--- src/rtl/adder_io_pkg.sv ---
// Shared constants, state encoding and bus packing for the adder I/O stage.
package adder_io_pkg;

  localparam int WIDTH = 12;
  localparam int BUS_W = 2 * WIDTH;
  localparam int SUM_W = WIDTH + 1;

  typedef enum logic [1:0] {
    IDLE = 2'd0,
    WAIT = 2'd1,
    HOLD = 2'd2
  } state_e;

  // Adder netlist expects bit-interleaved operands: even bits A, odd bits B.
  function automatic logic [BUS_W-1:0] interleave(input logic [WIDTH-1:0] a,
                                                  input logic [WIDTH-1:0] b);
    logic [BUS_W-1:0] r;
    r = '0;
    for (int i = 0; i < WIDTH; i++) begin
      r[2*i]   = a[i];
      r[2*i+1] = b[i];
    end
    return r;
  endfunction

endpackage

--- src/rtl/adder_io_if.sv ---
// Operand/result handshakes, adder netlist bus and accumulator status.
interface adder_io_if;
  import adder_io_pkg::*;

  logic             in_valid;
  logic             in_ready;
  logic [WIDTH-1:0] in_a;
  logic [WIDTH-1:0] in_b;
  logic             in_acc;
  logic             acc_clr;
  logic [BUS_W-1:0] add_in;
  logic [SUM_W-1:0] add_out;
  logic             out_valid;
  logic             out_ready;
  logic [SUM_W-1:0] out_sum;
  logic [WIDTH-1:0] acc_q;
  logic             ovf_sticky;

  // Stage side.
  modport slave (
    input  in_valid, in_a, in_b, in_acc, acc_clr, add_out, out_ready,
    output in_ready, add_in, out_valid, out_sum, acc_q, ovf_sticky
  );

  // Environment side (upstream, downstream and the adder netlist).
  modport master (
    output in_valid, in_a, in_b, in_acc, acc_clr, add_out, out_ready,
    input  in_ready, add_in, out_valid, out_sum, acc_q, ovf_sticky
  );

endinterface

--- src/rtl/adder_io_stage.sv ---
// Sequential wrapper around the combinational prefix adder: accepts an
// operand pair, drives the interleaved bus, waits ADD_LAT cycles, captures
// the sum and offers it downstream. Optional accumulate mode with sticky
// overflow.
//
// state | meaning
// IDLE  | ready for an operand pair
// WAIT  | adder inputs held, counting down the settle time
// HOLD  | sum captured and offered downstream
module adder_io_stage #(
  parameter int WIDTH   = adder_io_pkg::WIDTH,
  parameter int ADD_LAT = 1
) (
  input  logic       clk,
  input  logic       rst_n,
  adder_io_if.slave  bus
);
  import adder_io_pkg::*;

  localparam int CNT_W = 2;

  state_e             state_q, state_d;
  logic [WIDTH-1:0]   op_a_q, op_a_d;
  logic [WIDTH-1:0]   op_b_q, op_b_d;
  logic               acc_flag_q, acc_flag_d;
  logic [CNT_W-1:0]   cnt_q, cnt_d;
  logic [SUM_W-1:0]   out_sum_q, out_sum_d;
  logic               out_valid_q, out_valid_d;
  logic [WIDTH-1:0]   acc_q, acc_d;
  logic               ovf_sticky_q, ovf_sticky_d;

  logic               in_ready;
  logic               accept;

  assign in_ready = (state_q == IDLE) || ((state_q == HOLD) && bus.out_ready);
  assign accept   = bus.in_valid && in_ready;

  assign bus.in_ready   = in_ready;
  assign bus.add_in     = interleave(op_a_q, op_b_q);
  assign bus.out_valid  = out_valid_q;
  assign bus.out_sum    = out_sum_q;
  assign bus.acc_q      = acc_q;
  assign bus.ovf_sticky = ovf_sticky_q;

  // Next-state, operand load, settle countdown and result capture.
  always_comb begin
    state_d      = state_q;
    op_a_d       = op_a_q;
    op_b_d       = op_b_q;
    acc_flag_d   = acc_flag_q;
    cnt_d        = cnt_q;
    out_sum_d    = out_sum_q;
    out_valid_d  = out_valid_q;
    acc_d        = acc_q;
    ovf_sticky_d = ovf_sticky_q;

    case (state_q)
      IDLE: begin
        if (accept) begin
          state_d = WAIT;
        end
      end
      WAIT: begin
        if (cnt_q != '0) begin
          cnt_d = cnt_q - 1'b1;
        end else begin
          out_sum_d   = bus.add_out;
          acc_d       = bus.add_out[WIDTH-1:0];
          if (acc_flag_q) begin
            ovf_sticky_d = ovf_sticky_q | bus.add_out[WIDTH];
          end
          out_valid_d = 1'b1;
          state_d     = HOLD;
        end
      end
      HOLD: begin
        if (bus.out_ready) begin
          out_valid_d = 1'b0;
          state_d     = accept ? WAIT : IDLE;
        end
      end
      default: begin
        state_d = IDLE;
      end
    endcase

    // Operand load is shared by IDLE and the back-to-back path out of HOLD;
    // acc_q read here already reflects any capture from the previous op.
    if (accept) begin
      op_a_d     = bus.in_a;
      op_b_d     = bus.in_acc ? (bus.acc_clr ? '0 : acc_q) : bus.in_b;
      acc_flag_d = bus.in_acc;
      cnt_d      = CNT_W'(ADD_LAT - 1);
    end

    // Clear wins over a same-cycle capture of the accumulator state.
    if (bus.acc_clr) begin
      acc_d        = '0;
      ovf_sticky_d = 1'b0;
    end
  end

  // State and datapath registers with asynchronous active-low reset.
  always_ff @(posedge clk or negedge rst_n) begin
    if (!rst_n) begin
      state_q      <= IDLE;
      op_a_q       <= '0;
      op_b_q       <= '0;
      acc_flag_q   <= 1'b0;
      cnt_q        <= '0;
      out_sum_q    <= '0;
      out_valid_q  <= 1'b0;
      acc_q        <= '0;
      ovf_sticky_q <= 1'b0;
    end else begin
      state_q      <= state_d;
      op_a_q       <= op_a_d;
      op_b_q       <= op_b_d;
      acc_flag_q   <= acc_flag_d;
      cnt_q        <= cnt_d;
      out_sum_q    <= out_sum_d;
      out_valid_q  <= out_valid_d;
      acc_q        <= acc_d;
      ovf_sticky_q <= ovf_sticky_d;
    end
  end

endmodule

--- src/flat_wrapper.sv ---
// flat-port wrapper written by rule: the top's interface ports become plain ports
module adder_io_stage_flat import adder_io_pkg::*;
#(
  parameter int WIDTH   = adder_io_pkg::WIDTH,
  parameter int ADD_LAT = 1
)
  (clk, rst_n, bus_in_valid, bus_in_a, bus_in_b, bus_in_acc, bus_acc_clr, bus_add_out, bus_out_ready, bus_in_ready, bus_add_in, bus_out_valid, bus_out_sum, bus_acc_q, bus_ovf_sticky);
  adder_io_if bus_i ();
  input  logic clk;
  input  logic rst_n;
  input wire logic [$bits(bus_i.in_valid)-1:0] bus_in_valid;
  input wire logic [$bits(bus_i.in_a)-1:0] bus_in_a;
  input wire logic [$bits(bus_i.in_b)-1:0] bus_in_b;
  input wire logic [$bits(bus_i.in_acc)-1:0] bus_in_acc;
  input wire logic [$bits(bus_i.acc_clr)-1:0] bus_acc_clr;
  input wire logic [$bits(bus_i.add_out)-1:0] bus_add_out;
  input wire logic [$bits(bus_i.out_ready)-1:0] bus_out_ready;
  output wire logic [$bits(bus_i.in_ready)-1:0] bus_in_ready;
  output wire logic [$bits(bus_i.add_in)-1:0] bus_add_in;
  output wire logic [$bits(bus_i.out_valid)-1:0] bus_out_valid;
  output wire logic [$bits(bus_i.out_sum)-1:0] bus_out_sum;
  output wire logic [$bits(bus_i.acc_q)-1:0] bus_acc_q;
  output wire logic [$bits(bus_i.ovf_sticky)-1:0] bus_ovf_sticky;
  assign bus_i.in_valid = bus_in_valid;
  assign bus_i.in_a = bus_in_a;
  assign bus_i.in_b = bus_in_b;
  assign bus_i.in_acc = bus_in_acc;
  assign bus_i.acc_clr = bus_acc_clr;
  assign bus_i.add_out = bus_add_out;
  assign bus_i.out_ready = bus_out_ready;
  assign bus_in_ready = bus_i.in_ready;
  assign bus_add_in = bus_i.add_in;
  assign bus_out_valid = bus_i.out_valid;
  assign bus_out_sum = bus_i.out_sum;
  assign bus_acc_q = bus_i.acc_q;
  assign bus_ovf_sticky = bus_i.ovf_sticky;
  adder_io_stage #(.WIDTH(WIDTH), .ADD_LAT(ADD_LAT)) u_core (.clk(clk), .rst_n(rst_n), .bus(bus_i));
endmodule
--- config.mk ---
export PLATFORM = sky130hd
export DESIGN_NAME = adder_io_stage_flat
export DESIGN_NICKNAME = d
export VERILOG_FILES = /design/src/rtl/adder_io_pkg.sv /design/src/rtl/adder_io_if.sv /design/src/rtl/adder_io_stage.sv /design/src/flat_wrapper.sv
export SDC_FILE = /design/constraint.sdc
export NUM_CORES = 1
export LEC_CHECK = 0
export BUFFER_PORTS_ARGS = -buffer_cell sky130_fd_sc_hd__buf_2
export CAP_MARGIN = 25
export CORE_MARGIN = 10
export CORE_UTILIZATION = 47
export DETAILED_ROUTE_END_ITERATION = 6
export PLACE_DENSITY = 0.78
export SYNTH_ARGS = -nofsm -noshare
export SYNTH_HDL_FRONTEND = slang
export SYNTH_SLANG_ARGS = --single-unit
--- constraint.sdc ---
create_clock -name clk -period 1.7 [get_ports clk]
set_input_delay 0.17 -clock clk [delete_from_list [all_inputs] [get_ports clk]]
set_output_delay 0.17 -clock clk [all_outputs]
set_load 0.005 [all_outputs]
# Word-level counts from Yosys, hierarchy flattened
# Cells that the tools add are included.
# totals
input_bits	43
reg_bits	56
output_inout_bits	52
wordCells	54
# op_classes
mux	20
n_reduce_logical	16
bitwise_logic	2
addsub	1
n_eq_ne	6
# op_table
op	count
$mux W12	5
$mux W2	6
$reduce_bool A2 Y1	6
$reduce_and A3 Y1	3
$mux W1	7
$ne A2 B2 Y1 const B	3
$pmux W2 S3	1
$reduce_and A2 Y1	3
$eq A2 B1 Y1 const B	1
$eq A2 B2 Y1 const B	1
$logic_and A1 B1 Y1	2
$logic_not A2 Y1	1
$ne A2 B1 Y1 const B	1
$pmux W1 S2	1
$sub A2 B1 Y2 const B	1
$logic_or A1 B1 Y1	1
$not A1 Y1	1
$or A1 B1 Y1	1

# Depth between registers and ports, before layout
# Gate-level depths: netlist of run 1.
# logic_depth
ltp_word	7
ltp_mapped	7
mapped_depth_nobuf	5

# Worst setup path before layout of run 1
# No wires, ideal clock.
# synth_path
path_type	register to register
startpoint	register u_core.state_q[1]
endpoint	register u_core.op_a_q[10]
stages_incl_launch_ff	6
setup_time_ns	0.125
period_less_slack_ns	1.419
path_buffers	2
t_required_ns	1.575
t_arrival_ns	1.294
setup_slack_ns	0.281
cell_sequence	dfrtp_1 > nor2b_4 > nor3b_2 > buf_6 > buf_8 > mux2_4
# synth_between
elab_chain_len	4
elab_cells_between_ends	5
cone_classes	eq/ne: 1; reduce/logical: 4
# synth_lines
element	line_no	text
start: declaration	adder_io_stage.sv:22	state_e state_q, state_d;
start signal: assignment	adder_io_stage.sv:116	state_q <= state_d;
$eq A2 B2 Y1	adder_io_stage.sv:35	assign in_ready = (state_q == IDLE) || ((state_q == HOLD) && bus.out_ready);
$logic_and A1 B1 Y1	adder_io_stage.sv:35	
$logic_or A1 B1 Y1 *	adder_io_stage.sv:35	
$logic_and A1 B1 Y1 *	adder_io_stage.sv:36	assign accept = bus.in_valid && in_ready;
end signal: assignment	adder_io_stage.sv:117	op_a_q <= op_a_d;
end: declaration	adder_io_stage.sv:23	logic [WIDTH-1:0] op_a_q, op_a_d;
# Every way passes the cells marked *; elsewhere a longest branch is shown, timed or not.
# A chain may end at the register's enable or synchronous reset.

# Final worst setup path of run 1
# layout_path
startpoint	register u_core.state_q[1]
endpoint	register u_core.op_a_q[11]
# Same word-level chain as after synthesis.

==> flow_summary.ini, run 1 <==
[clock_tree]
cts_tree = done
path_clk_slew_ns = 0.10
post_cts_buffers = 0
cts_buffers = 5
clkLatencyLatePin_ns = 0.31
numClockSinks = 56
htreeDepth = 2
cts_max_path_buffers = 2
cts-root-buf = clkbuf_8

[min_path]
min_path_type = input pin to register

[grt]
grt_util_all_layers_pct = 15.0
grt.overflow.total = 0
grt_max_degree = 35
grt_pass1_vias = 2065
grt_pass1_wl_um = 10200
grt_antenna_before_repair = 0

[synthesis]
synth_top_area_share_pct = 59.9
synth_cell_types = 26
ys_warn_count = 0
yosysTopAreaCell = dfrtp_1
synth_edf_count = 0
synth_seq_cells = 56
ys_seq_area_share_pct = 59.9
ys.flop_type = dfrtp_1
synth_area_leaders = dfrtp_1 60%, nand2_1 8.5%, a21oi_1 5.3%
synth.most_common_cell = dfrtp_1
async_flop_share_pct = 100
syn_inst = 213
synthesis.area_sq_um = 2340
syn-num-nets = 257
synthTopCellsByCount = 56 x dfrtp_1, 53 x nand2_1, 25 x a21oi_1
syn_avg_cell_area_sq_um = 11.0

[place]
place_ws_ns = 0.143
placed_area_sq_um = 2940
dp_hpwl_um = 4570
portBuffers = 94
gp_congestion = 0.735

[cells_and_area]
stdcell_area_sq_um = 3040
multi_input_area_sq_um = 825
diodes = 0
nets = 356
fillers = 396
seqCellArea_sq_um = 1400
drive_gt1_share_pct = 39.9
syn2layout_area_growth_pct = 29.8

[critical_path]
cp_slowest_cell = dfrtp_1
critPathLaunchType = register
arrival_ns = 1.76
critical_path_buf_inv_count = 1
cp_cell_sequence = nor2b_4, nor3b_4, buf_12, mux2_2
critPathKind = register to register
worstPathMaxFanout = 19
critPathRequiredTime_ns = 1.90
max_stage_delay_ns = 0.44
end_kind = register
crit_family = simple AND/OR/NAND/NOR gates

[floorplan]
rows = 25
io_pins = 95
chipHeight_um = 90.6
initial_core_util_pct = 48.9
core_sq_um = 4790
die_width_um = 90.6
design.die.area_sq_um = 8200

[sta]
hold_ws_ns = 0.0638
rsz0062_at_grt = no
setup_tns_ns = 0
fin_skew_ns = 0.0112
post-route-period-util_pct = 91.8
hold_violations = 0
fmax_ghz = 0.641
slew_headroom_pct = 43.2
fin_crit_ns = 1.56
setup_violations = 0
worst_pin_slew_ns = 0.851
fin_ws_ns = 0.140
slew_violations = 0

[power]
cellLeakagePower_nw = 1.60
max-vdd-ir-drop_mv = 0.725
powerDensity_nw_per_um2 = 1620

[drt]
antenna_left = 0
drc = 0
first_pass_iters = 4
via_per_inst = 4.79
routedWlPerCell_um = 15.8
drt-total-wl_um = 6020
vias = 1819
drtIter0Drc = 57

[flow_run]
maxCapViolations = 0

[status]
status = finished clean
flip-flops by register name (all words and copies together), names as in the netlist:
name / cells
u_core.bus.out_sum: 13
u_core.bus.acc_q: 12
u_core.op_a_q: 12
u_core.op_b_q: 12
u_core.cnt_q: 2
u_core.state_q: 2
u_core.acc_flag_q: 1
u_core.bus.out_valid: 1
u_core.bus.ovf_sticky: 1
stage by stage:
step	util [%]	total power, mW	cells
after floorplan	-	3.27	213
after global placement	61.4	4.18	371
after detailed placement	61.4	4.28	371
after CTS	63.5	5.01	380
after global routing	63.5	5.33	380
final	63.5	4.92	380
layout make-up:
cell class	count	area share, %
well taps	67	2.76
multi-input cells	132	27.1
clock inverters	2	0.535
repair buffers	102	19.2
clock buffers	6	2.39
inverters	15	1.85
flip-flops and latches	56	46.1
where the power goes:
group	internal, mW	total, mW	leakage (nW)	switching (mW)
Sequential	1.90	2.23	0.708	0.334
Combinational	1.01	1.97	0.854	0.962
Clock	0.294	0.724	0.0414	0.430
Total	3.20	4.92	1.60	1.73
final timing paths:
path	from	cells past startpoint	slack, ns	to
worst max register to register	u_core.state_q[1]$_DFFE_PN0P_	4	0.14	u_core.op_a_q[11]$_DFFE_PN0P_
min in group asynchronous	rst_n	2	0.36	u_core.bus.out_sum[6]$_DFFE_PN0P_
worst min-delay path	bus_add_out[5]	3	0.06	u_core.bus.out_sum[5]$_DFFE_PN0P_
worst max-delay path	u_core.state_q[1]$_DFFE_PN0P_	4	0.14	u_core.op_a_q[11]$_DFFE_PN0P_
worst min register to register	u_core.bus.out_sum[11]$_DFFE_PN0P_	2	0.48	u_core.bus.out_sum[11]$_DFFE_PN0P_
max in group asynchronous	rst_n	3	0.78	u_core.bus.out_sum[4]$_DFFE_PN0P_
cell families after synthesis:
logic type               synth area share (%)
AO/OA/AOI/OAI                            6.52
XOR/XNOR                                0.374
adder cells (fa/ha/maj)                 0.535
buffers and inverters                    5.13
flip-flops                               59.9
multiplexers                             12.4
AND/OR/NAND/NOR                          15.1
cells in the final DEF, fill, tap and decap left out:
cell,count
buf_2,94
dfrtp_1,56
nand2_1,53
a21oi_1,25
inv_1,15
nor2b_1,12
mux2i_1,11
mux2_2,8
mux2_4,6
nor2_1,5
clkbuf_8,5
buf_12,4
buf_4,3
nor2b_4,1
and3b_1,1
nand3b_1,1
nor3b_4,1
nor3b_2,1
or2_1,1
xnor2_1,1
a211oi_1,1
o22ai_1,1
o31ai_1,1
a31oi_1,1
ha_1,1
clkbuf_1,1
clkinv_4,1
clkinvlp_4,1
dlygate4sd3_1,1
metal layers:
| metal | wire length (um) | vias up | global-route usage (%) |
|---|---|---|---|
| li1 | - | 884 | - |
| met3 | 383 | 11 | 3.74 |
| met5 | 0 | - | 0 |
| met2 | 3180 | 57 | 25.9 |
| met4 | 104 | 0 | 6.50 |
| met1 | 2350 | 867 | 17.1 |
worst reg2reg max path, delay by kind of cell, from the launching register on:
family,cells,cell delay (ns)
buffers and inverters,1,0.21
DFF,1,0.44
muxes,1,0.36
and+or+nand+nor,2,0.44
timing repair:
action | in CTS | in global routing
hold endpoints to repair | 22 | 0
hold buffers | 1 | 0
gates resized for setup | 0 | 0
Note: power is estimated with default switching activity, not from simulation.
==> inputs of run 2 (changes only) <==
--- a/config.mk
+++ b/config.mk
@@ -7,10 +7,10 @@
 export LEC_CHECK = 0
 export BUFFER_PORTS_ARGS = -buffer_cell sky130_fd_sc_hd__buf_2
 export CAP_MARGIN = 25
-export CORE_MARGIN = 10
+export CORE_MARGIN = 4
 export CORE_UTILIZATION = 47
 export DETAILED_ROUTE_END_ITERATION = 6
-export PLACE_DENSITY = 0.78
+export PLACE_DENSITY = 0.79
 export SYNTH_ARGS = -nofsm -noshare
 export SYNTH_HDL_FRONTEND = slang
 export SYNTH_SLANG_ARGS = --single-unit
==> run 2 against run 1 <==
Combinational power is 4% lower. Final cell count is 0.53% higher. Clock power is 16% higher. Clock-buffer cell count stayed put. Routed wire length is 11% lower. Core utilization is 0.18 points higher. Critical endpoint is now u_core.op_a_q[3]$_DFFE_PN0P_.
==> flow_summary.ini, run 2 (synthesis gave the netlist of run 1 again) <==
[floorplan]
die_width_um = 78.6
core_sq_um = 4790
io_pins = 95
initial_core_util_pct = 48.9
rows = 25
chipHeight_um = 78.6
design.die.area_sq_um = 6170

[drt]
drt-total-wl_um = 5370
first_pass_iters = 4
vias = 1790
antenna_left = 0
via_per_inst = 4.69
drc = 0
routedWlPerCell_um = 14.1
drtIter0Drc = 73

[clock_tree]
path_clk_slew_ns = 0.09
cts_tree = done
cts_buffers = 5
post_cts_buffers = 0
htreeDepth = 2
cts_max_path_buffers = 2
cts-root-buf = clkbuf_8
ctsHoldBuffers = 1
post_cts_resized = 0
clkLatencyLatePin_ns = 0.30
numClockSinks = 56

[grt]
grt_util_all_layers_pct = 18.7
grt.overflow.total = 0
grt_pass1_wl_um = 9110
grt_max_degree = 57
grt_antenna_before_repair = 0
grt_pass1_vias = 1884

[critical_path]
critPathLaunchType = register
ff2ff_setup_slack_ns = 0.17
end_kind = register
critPathRequiredTime_ns = 1.89
r2r_end = u_core.op_a_q[3]$_DFFE_PN0P_
r2r_start = u_core.state_q[1]$_DFFE_PN0P_
critPathKind = register to register
worstPathMaxFanout = 8
reg2reg_depth = 4
arrival_ns = 1.72

[sta]
slew_headroom_pct = 42.5
slew_violations = 0
rsz0062_at_grt = no
setup_tns_ns = 0
fin_crit_ns = 1.53
setup_violations = 0
hold_ws_ns = 0.0733
fmax_ghz = 0.654
worst_pin_slew_ns = 0.861
hold_violations = 0
fin_skew_ns = 0.00263
post-route-period-util_pct = 90.0

[min_path]
whs_endpoint = u_core.bus.out_sum[12]$_DFFE_PN0P_
min_path_cells = 3
min_from = bus_add_out[12]
min_path_type = input pin to register

[cells_and_area]
mostFrequentLayoutCells = 94 x buf_2, 56 x dfrtp_1, 53 x nand2_1
final_common_cell = buf_2
nets = 358
drive_gt1_share_pct = 40.3
largest_reg_flops = 13
diodes = 0
syn2layout_area_growth_pct = 30.2

[status]
status = finished clean

[flow_run]
maxCapViolations = 0

[power]
powerDensity_nw_per_um2 = 1630
max-vdd-ir-drop_mv = 0.851
cellLeakagePower_nw = 1.62

[place]
portBuffers = 94
gp_congestion = 0.754
dp_hpwl_um = 3830
-- run 2: critical path, cell delays in order (launching register included) --
cell and delay, ns:
dfrtp_1 0.44, nor2b_4 0.16, nor3b_4 0.24, buf_4 0.23, mux2_2 0.34
-- run 2: worst max-delay path by stage --
stage / startpoint / to / slack (ns) / cells past startpoint
6_report: u_core.state_q[1]$_DFFE_PN0P_ / u_core.op_a_q[3]$_DFFE_PN0P_ / 0.17 / 4
5_1_grt: u_core.state_q[1]$_DFFE_PN0P_ / u_core.op_a_q[4]$_DFFE_PN0P_ / 0.08 / 4
4_1_cts: u_core.state_q[1]$_DFFE_PN0P_ / u_core.op_a_q[11]$_DFFE_PN0P_ / 0.16 / 4
3_5_place_dp: u_core.state_q[1]$_DFFE_PN0P_ / u_core.op_a_q[11]$_DFFE_PN0P_ / 0.18 / 4
3_3_place_gp: u_core.state_q[1]$_DFFE_PN0P_ / u_core.op_a_q[11]$_DFFE_PN0P_ / 0.21 / 4
2_1_floorplan: u_core.state_q[1]$_DFFE_PN0P_ / u_core.op_a_q[10]$_DFFE_PN0P_ / 0.28 / 5
-- run 2: through the flow --
stage | util [%] | total power, mW | std cells | area, sq um | setup WS [ns]
2_1_floorplan | - | 3.27 | 213 | 2340 | 0.281
4_1_cts | 63.7 | 5.04 | 382 | 3050 | 0.165
3_3_place_gp | 61.2 | 4.10 | 373 | 2930 | 0.212
5_1_grt | 63.7 | 5.37 | 382 | 3050 | 0.0814
3_5_place_dp | 61.2 | 4.18 | 373 | 2930 | 0.182
6_report | 63.7 | 4.96 | 382 | 3050 | 0.170
-- run 2: final cells by class --
type / count / area (sq um)
Timing Repair Buffer: 104 / 573
Clock inverter: 2 / 35.0
Inverter: 15 / 56.3
Fill cell: 400 / 1740
Clock buffer: 6 / 72.6
Multi-Input combinational cell: 132 / 825
Tap cell: 67 / 83.8
Sequential cell: 56 / 1400
-- run 2: layer usage --
layer  vias up  wire length [um]  GRT usage, %
met3         6               245          3.90
met1       850              2310          24.3
met4         0                78          5.77
met2        43              2740          31.6
li1        891                 -             -
met5         -                 0             0
-- run 2: where the power goes --
| group | switching [mW] | internal, mW | leakage, nW |
|---|---|---|---|
| Sequential | 0.331 | 1.90 | 0.708 |
| Combinational | 0.915 | 0.981 | 0.854 |
| Clock | 0.402 | 0.438 | 0.0552 |
| Total | 1.65 | 3.32 | 1.62 |
